$ cat src/rtl/u_xmit_if.sv
// Parallel-side handshake and serial line of the u_xmit UART transmitter.
interface u_xmit_if;
  logic [7:0] xmit_dataH;
  logic       xmitH;
  logic       uart_xmitH;
  logic       xmit_busyH;
  logic       xmit_doneH;

  modport master (
    output xmit_dataH,
    output xmitH,
    input  uart_xmitH,
    input  xmit_busyH,
    input  xmit_doneH
  );

  modport slave (
    input  xmit_dataH,
    input  xmitH,
    output uart_xmitH,
    output xmit_busyH,
    output xmit_doneH
  );
endinterface

$ cat src/rtl/u_xmit.sv
// UART transmitter: start bit, WORD_LEN data bits LSB first, optional parity, stop bit(s).
// Runs on sys_clk at BIT_CYCLES clocks per serial bit; all outputs registered.
module u_xmit #(
  parameter int unsigned WORD_LEN   = 8,
  parameter int unsigned BIT_CYCLES = 16,
  parameter int unsigned PARITY_EN  = 0,
  parameter int unsigned PARITY_ODD = 0,
  parameter int unsigned STOP_BITS  = 1
) (
  input logic     sys_clk,
  input logic     sys_rst,
  u_xmit_if.slave xbus
);

  typedef enum logic [2:0] {
    XIdle   = 3'd0,
    XStart  = 3'd1,
    XData   = 3'd2,
    XParity = 3'd3,
    XStop   = 3'd4
  } state_t;

  localparam logic [7:0] DataMask = 8'((16'd1 << WORD_LEN) - 16'd1);
  localparam logic [3:0] CellLast = 4'(BIT_CYCLES - 1);
  localparam logic [2:0] WordLast = 3'(WORD_LEN - 1);
  localparam logic [2:0] StopLast = 3'(STOP_BITS - 1);

  state_t     stateQ, stateD;
  logic [3:0] cellCntQ, cellCntD;
  logic [2:0] bitCntQ, bitCntD;
  logic [7:0] shiftQ, shiftD;
  logic       parityQ, parityD;
  logic       lineQ, lineD;
  logic       busyQ, busyD;
  logic       doneQ, doneD;

  logic       cellEnd;
  logic [7:0] maskedData;

  assign cellEnd    = (cellCntQ == CellLast);
  assign maskedData = xbus.xmit_dataH & DataMask;

  always_comb begin
    stateD   = stateQ;
    cellCntD = 4'(cellCntQ + 4'd1);
    bitCntD  = bitCntQ;
    shiftD   = shiftQ;
    parityD  = parityQ;
    lineD    = lineQ;
    busyD    = busyQ;
    doneD    = 1'b0;

    case (stateQ)
      XIdle: begin
        cellCntD = 4'd0;
        bitCntD  = 3'd0;
        lineD    = 1'b1;
        busyD    = 1'b0;
        if (xbus.xmitH) begin
          stateD  = XStart;
          shiftD  = maskedData;
          parityD = (^maskedData) ^ 1'(PARITY_ODD);
          lineD   = 1'b0;
          busyD   = 1'b1;
        end
      end

      XStart: begin
        if (cellEnd) begin
          cellCntD = 4'd0;
          bitCntD  = 3'd0;
          stateD   = XData;
          lineD    = shiftQ[0];
        end
      end

      XData: begin
        if (cellEnd) begin
          cellCntD = 4'd0;
          shiftD   = {1'b0, shiftQ[7:1]};
          if (bitCntQ == WordLast) begin
            bitCntD = 3'd0;
            if (PARITY_EN != 0) begin
              stateD = XParity;
              lineD  = parityQ;
            end else begin
              stateD = XStop;
              lineD  = 1'b1;
            end
          end else begin
            bitCntD = 3'(bitCntQ + 3'd1);
            lineD   = shiftQ[1];
          end
        end
      end

      XParity: begin
        if (cellEnd) begin
          cellCntD = 4'd0;
          bitCntD  = 3'd0;
          stateD   = XStop;
          lineD    = 1'b1;
        end
      end

      XStop: begin
        if (cellEnd) begin
          cellCntD = 4'd0;
          if (bitCntQ == StopLast) begin
            bitCntD = 3'd0;
            doneD   = 1'b1;
            // A request on the completion edge starts the next frame with no idle gap.
            if (xbus.xmitH) begin
              stateD  = XStart;
              shiftD  = maskedData;
              parityD = (^maskedData) ^ 1'(PARITY_ODD);
              lineD   = 1'b0;
              busyD   = 1'b1;
            end else begin
              stateD = XIdle;
              lineD  = 1'b1;
              busyD  = 1'b0;
            end
          end else begin
            bitCntD = 3'(bitCntQ + 3'd1);
          end
        end
      end

      default: begin
        stateD   = XIdle;
        cellCntD = 4'd0;
        bitCntD  = 3'd0;
        lineD    = 1'b1;
        busyD    = 1'b0;
      end
    endcase
  end

  always_ff @(posedge sys_clk or posedge sys_rst) begin
    if (sys_rst) begin
      stateQ   <= XIdle;
      cellCntQ <= 4'd0;
      bitCntQ  <= 3'd0;
      shiftQ   <= 8'd0;
      parityQ  <= 1'b0;
      lineQ    <= 1'b1;
      busyQ    <= 1'b0;
      doneQ    <= 1'b0;
    end else begin
      stateQ   <= stateD;
      cellCntQ <= cellCntD;
      bitCntQ  <= bitCntD;
      shiftQ   <= shiftD;
      parityQ  <= parityD;
      lineQ    <= lineD;
      busyQ    <= busyD;
      doneQ    <= doneD;
    end
  end

  assign xbus.uart_xmitH = lineQ;
  assign xbus.xmit_busyH = busyQ;
  assign xbus.xmit_doneH = doneQ;

endmodule

$ cat src/flat_wrapper.sv
// flat-port wrapper written by rule: the top's interface ports become plain ports
module u_xmit_flat 
#(
  parameter int unsigned WORD_LEN   = 8,
  parameter int unsigned BIT_CYCLES = 16,
  parameter int unsigned PARITY_EN  = 0,
  parameter int unsigned PARITY_ODD = 0,
  parameter int unsigned STOP_BITS  = 1
)
  (sys_clk, sys_rst, xbus_xmit_dataH, xbus_xmitH, xbus_uart_xmitH, xbus_xmit_busyH, xbus_xmit_doneH);
  u_xmit_if xbus_i ();
  input logic sys_clk;
  input logic sys_rst;
  input wire logic [$bits(xbus_i.xmit_dataH)-1:0] xbus_xmit_dataH;
  input wire logic [$bits(xbus_i.xmitH)-1:0] xbus_xmitH;
  output wire logic [$bits(xbus_i.uart_xmitH)-1:0] xbus_uart_xmitH;
  output wire logic [$bits(xbus_i.xmit_busyH)-1:0] xbus_xmit_busyH;
  output wire logic [$bits(xbus_i.xmit_doneH)-1:0] xbus_xmit_doneH;
  assign xbus_i.xmit_dataH = xbus_xmit_dataH;
  assign xbus_i.xmitH = xbus_xmitH;
  assign xbus_uart_xmitH = xbus_i.uart_xmitH;
  assign xbus_xmit_busyH = xbus_i.xmit_busyH;
  assign xbus_xmit_doneH = xbus_i.xmit_doneH;
  u_xmit #(.WORD_LEN(WORD_LEN), .BIT_CYCLES(BIT_CYCLES), .PARITY_EN(PARITY_EN), .PARITY_ODD(PARITY_ODD), .STOP_BITS(STOP_BITS)) u_core (.sys_clk(sys_clk), .sys_rst(sys_rst), .xbus(xbus_i));
endmodule
$ cat config.mk
export PLATFORM = sky130hd
export DESIGN_NAME = u_xmit_flat
export DESIGN_NICKNAME = d
export VERILOG_FILES = /design/src/rtl/u_xmit_if.sv /design/src/rtl/u_xmit.sv /design/src/flat_wrapper.sv
export SDC_FILE = /design/constraint.sdc
export NUM_CORES = 1
export LEC_CHECK = 0
export ABC_AREA = 1
export BUFFER_PORTS_ARGS = -buffer_cell sky130_fd_sc_hd__buf_4
export CORE_MARGIN = 5
export CORE_UTILIZATION = 50
export DETAILED_ROUTE_END_ITERATION = 16
export GPL_TIMING_DRIVEN = 0
export HOLD_SLACK_MARGIN = 0.1
export PLACE_DENSITY = 0.82
export SETUP_SLACK_MARGIN = 0.15
export SKIP_LAST_GASP = 1
export SYNTH_ARGS = -nofsm -noshare
export SYNTH_HDL_FRONTEND = slang
export SYNTH_SLANG_ARGS = --single-unit
$ cat constraint.sdc
create_clock -name sys_clk -period 1.75 [get_ports sys_clk]
set_clock_uncertainty 0.05 [all_clocks]
set_input_delay 0.2625 -clock sys_clk [delete_from_list [all_inputs] [get_ports sys_clk]]
set_output_delay 0.2625 -clock sys_clk [all_outputs]
set_load 0.02 [all_outputs]
# Yosys cells after proc, flatten, opt, wreduce, memory -nomap -nowiden
# Index checks and enable logic that the tools add are counted.
[word_totals]
reg_bits = 21
elab_cells = 72
[op_classes]
add_sub_neg = 2
eq_ne = 14
mux = 37
n_bitwise = 1
reduce_logical = 11
[ops]
columns = ["cell", "count"]
rows = [
  ["2-to-1 mux 3 bit", 12],
  ["2-to-1 mux 8 bit", 4],
  ["case mux 8 bit (3 select lines)", 1],
  ["case mux 3 bit (5 select lines)", 1],
  ["2-to-1 mux 1 bit", 14],
  ["!= test 2 x 1 -> 1 bit (second input constant)", 7],
  ["case mux 3 bit (3 select lines)", 1],
  ["2-to-1 mux 4 bit", 2],
  ["AND reduction 7 bit", 1],
  ["== test 3 x 2 -> 1 bit (second input constant)", 2],
  ["== test 3 bit (second input constant)", 2],
  ["zero test 3 bit", 2],
  ["AND reduction 3 bit", 2],
  ["case mux 1 bit (5 select lines)", 1],
  ["AND reduction 5 bit", 1],
  ["adder 4 x 1 -> 4 bit (second input constant)", 1],
  ["== test 4 bit (second input constant)", 1],
  ["AND reduction 4 bit", 1],
  ["OR reduction 4 bit", 1],
  ["adder 3 x 1 -> 3 bit (second input constant)", 1],
  ["== test 3 x 1 -> 1 bit (second input constant)", 1],
  ["case mux 1 bit (3 select lines)", 1],
  ["nonzero test 3 bit", 1],
  ["OR reduction 3 bit", 1],
  ["other kinds (3)", 3],
]

# Longest topological paths before layout
[depth]
ltp_word = 4
depth_mapped = 8

# Worst setup path after synthesis
# No wires, ideal clock.
[synth_timing]
kind = "reg2reg"
from = "reg u_core.cellCntQ[0]"
to = "reg u_core.bitCntQ[0]"
setup_time_ns = 0.127
t_arrival_ns = 1.143
t_required_ns = 1.573
slack_ns = 0.430
stages_incl_launch_ff = 6
path_buffers = 0
synth_period_minus_slack_ns = 1.320
cell_sequence = "dfrtp_1 ha_1 nand3_1 o211ai_1 nand2_2 o21ai_0"
[synth_between]
elab_chain_cells = 3
word_cells_on_any_way = 5
cone_classes = "eq/ne (4); reduce/logical (1)"
[synth_rtl]
columns = ["item", "line", "source"]
rows = [
  ["from (decl)", "u_xmit.sv:29", "logic [3:0] cellCntQ, cellCntD;"],
  ["from (signal assigned)", "u_xmit.sv:152", "cellCntQ <= cellCntD;"],
  ["== test 4 bit (*)", "u_xmit.sv:40", "assign cellEnd = (cellCntQ == CellLast);"],
  ["!= test 2 x 1 -> 1 bit (no source line)", "n/a", ""],
  ["AND reduction 3 bit (no source line) (*)", "n/a", ""],
  ["to (signal assigned)", "u_xmit.sv:153", "bitCntQ <= bitCntD;"],
  ["to (decl)", "u_xmit.sv:30", "logic [2:0] bitCntQ, bitCntD;"],
]
# Every way passes the cells marked *; elsewhere a longest branch is shown, timed or not.
# A chain may end at the register's enable or synchronous reset.

# Worst setup path in the final report
[layout_timing]
from = "reg u_core.stateQ[1]"
to = "reg u_core.stateQ[0]"
[layout_between]
elab_chain_cells = 3
word_cells_on_any_way = 14
cone_classes = "eq/ne (11); mux (1); reduce/logical (2)"
[layout_rtl]
columns = ["item", "line", "source"]
rows = [
  ["from (decl)", "u_xmit.sv:28", "state_t stateQ, stateD;"],
  ["from (signal assigned)", "u_xmit.sv:142", "stateQ <= XIdle;"],
  ["from (signal assigned)", "u_xmit.sv:151", "stateQ <= stateD;"],
  ["== test 3 x 2 -> 1 bit (tied with other cells)", "u_xmit.sv:53", "case (stateQ)"],
  ["!= test 2 x 1 -> 1 bit (no source line) or != test 2 bit (tied branches)", "n/a", ""],
  ["AND reduction 7 bit (no source line)", "n/a", ""],
]
# Parallel ways exist; a longest one is shown, timed or not.

==> metrics.cfg <==
[outcome]
status = finished clean

[setup_path]
crit_path_end_kind = flop
crit_arrival_ns = 1.74
worstSetupStartpointType = flop
crit_fanout = 6
crit_type = flop to flop
crit_chain = inv_1 -> nor2_1 -> nand3_1 -> nand2_1 -> nor2_2 -> nand3_1 -> nand2_1
cp_slowest_stage_delay_ns = 0.51
required_ns = 1.91
slowest_stage = dfrtp_1

[grt]
gr-usage-all-layers = 0.1533
gr-total-overflow = 0
grt_pass1_wl_mm = 4.160
grt_pass1_vias = 962
grt_antenna_before_repair = 0
grt_max_degree = 22

[synth]
synth_top_area_frac = 0.4128
ys_types = 23
ys_warn_count = 0
syn_inst = 163
ys_seq_area_frac = 0.4345
synth.avg_cell_area_um2 = 7.438
synth_top_cells_by_area = dfrtp_1 (41%), nand2_1 (20%), nand3_1 (5.8%)
synth_edf_count = 0
ys_ff_latch = 21
syn-num-nets = 178
syn-cell-area_um2 = 1212
netlist.top_cell.by_area = dfrtp_1
async_flop_share = 1.000
synth-main-ff-cell = dfrtp_1

[timing]
finalCritPeriodShare = 0.9012
tightest_slew_ns = 0.8057
max_slew_margin = 0.4623
setup_violations = 0
max_freq_mhz = 634.1
drv_slew = 0
setup_tns_ns = 0
period_needed_ns = 1.577
hold_viol = 0
rsz0062_at_grt = true

[pwr]
power.total_mw = 2.207
p_leak_nw = 0.8024
ir_drop_mv = 1.203
powerDensity_nw_per_um2 = 1558

[floorplanning]
die_y_um = 59.24
core_um2 = 2255
die_area_um2 = 3509
fp.dieW_um = 59.24
rows = 17
initial_core_util = 0.5377
pin_count = 14

[layout]
antenna_cells = 0
fin_area_um2 = 1416
final_cells = 212
final_util = 0.6282
final_cell_mix = nand2_1 (64), dfrtp_1 (20), inv_1 (17), buf_4 (17), nand3_1 (13)
final_common_cell = nand2_1
fin_nets = 200
syn2layout_area_growth_pct = 16.82
drive_above_1_share = 0.1957

[cts]
clkSinkCount = 21
cts_buffers = 3
clkTransAtPathRegs_ns = 0.12
root_buffer = clkbuf_4
cts_buffer_depth = 2
cts_tree = built
clock_latency_ns = 0.31
htreeDepth = 1

[placement]
gp_congestion = 0.9838
place_area_um2 = 1345
hpwl_mm = 1.819
placed_cells = 204
portBuffers = 13

[detailed_routing]
drt_iter0_drc = 45
drtAntennaViolNets = 0
routedWlPerCell_um = 12.02
vias = 1117
routed_wl_mm = 2.549
drc = 0
drtPass1Iterations = 4
vias_per_cell = 5.269

[hold_path]
hold_class = input port to flop

[run]
drv_cap = 0

-- critical path, delay by kind of cell (launching register included) --
kind | cells | cell delay (ns)
buffers and inverters | 1 | 0.13
and+or+nand+nor | 6 | 0.78
DFF | 1 | 0.51
-- stage by stage --
stage	worst slack, ns	hold slack, ns
5_1_grt	0.07883	0.2358
2_1_floorplan	0.4296	0.1883
3_3_place_gp	0.2405	0.4069
4_1_cts	0.1968	0.2220
3_5_place_dp	0.2162	0.4175
6_report	0.1730	0.2196
-- final cells by class --
type	count	area [um2]
fillers	210	838.3
multi-input cells	119	599.3
flip-flops and latches	21	526.8
repair buffers	17	130.1
inverters	20	75.07
well taps	28	35.03
clock buffers	4	26.28
plain buffers	3	23.77
-- layer usage --
layer | vias to the layer above | wire, um | GRT usage | share of wire
met5 | - | 0 | 0 | 0
met2 | 35 | 1205 | 0.2434 | 0.47
met1 | 514 | 1157 | 0.2108 | 0.45
met3 | 5 | 142 | 0.01961 | 0.056
li1 | 563 | - | - | -
met4 | 0 | 44 | 0.05825 | 0.017
-- cell usage after synthesis, drive strengths merged, types with 2 or more instances --
cell type / count
a21oi: 2
buf: 3
dfrtp: 20
ha: 4
inv: 20
nand2: 66
nand3: 16
nand4: 10
nor2: 7
o21ai: 8
or2: 2
-- worst paths after layout --
path                       cells past startpoint                    from  slack, ns                endpoint
hold reg to reg                                2  u_core.xbus.uart_xmitH       0.43  u_core.xbus.uart_xmitH
setup reg to reg                               7        u_core.stateQ[1]       0.17        u_core.stateQ[0]
max in group asynchronous                      3                 sys_rst       0.55      u_core.cellCntQ[3]
min in group asynchronous                      3                 sys_rst       0.59        u_core.shiftQ[5]
setup / recovery                               7        u_core.stateQ[1]       0.17        u_core.stateQ[0]
hold / removal                                 5      xbus_xmit_dataH[1]       0.22        u_core.shiftQ[1]
-- state kept, by name, summed over array words and instances (netlist names) --
| name | count |
|---|---|
| u_core.xbus.xmit_doneH | 1 |
| u_core.bitCntQ | 3 |
| u_core.xbus.uart_xmitH | 1 |
| u_core.shiftQ | 8 |
| u_core.xbus.xmit_busyH | 1 |
| u_core.cellCntQ | 4 |
| u_core.stateQ | 3 |
-- power breakdown --
| group | switching, mW | internal (mW) |
|---|---|---|
| Combinational | 0.694 | 0.448 |
| Sequential | 0.146 | 0.677 |
| Clock | 0.152 | 0.0892 |
| Total | 0.993 | 1.21 |
-- timing repair --
item	in CTS	in global routing
setup buffers	0	3
hold buffers	1	0
gates resized for setup	0	3
endpoints found under the setup margin	0	16
endpoints found under the hold margin	20	0
-- cells by family after synthesis --
group,Yosys count,share of synthesized area
AOI/OAI and AO/OA,12,0.06296
xor gates and xnor gates,1,0.007225
adders and majority gates,4,0.04128
buffers and inverters,23,0.08152
DFF,21,0.4345
and+or+nand+nor,102,0.3725
No activity file was read; power rests on OpenSTA's default activity.
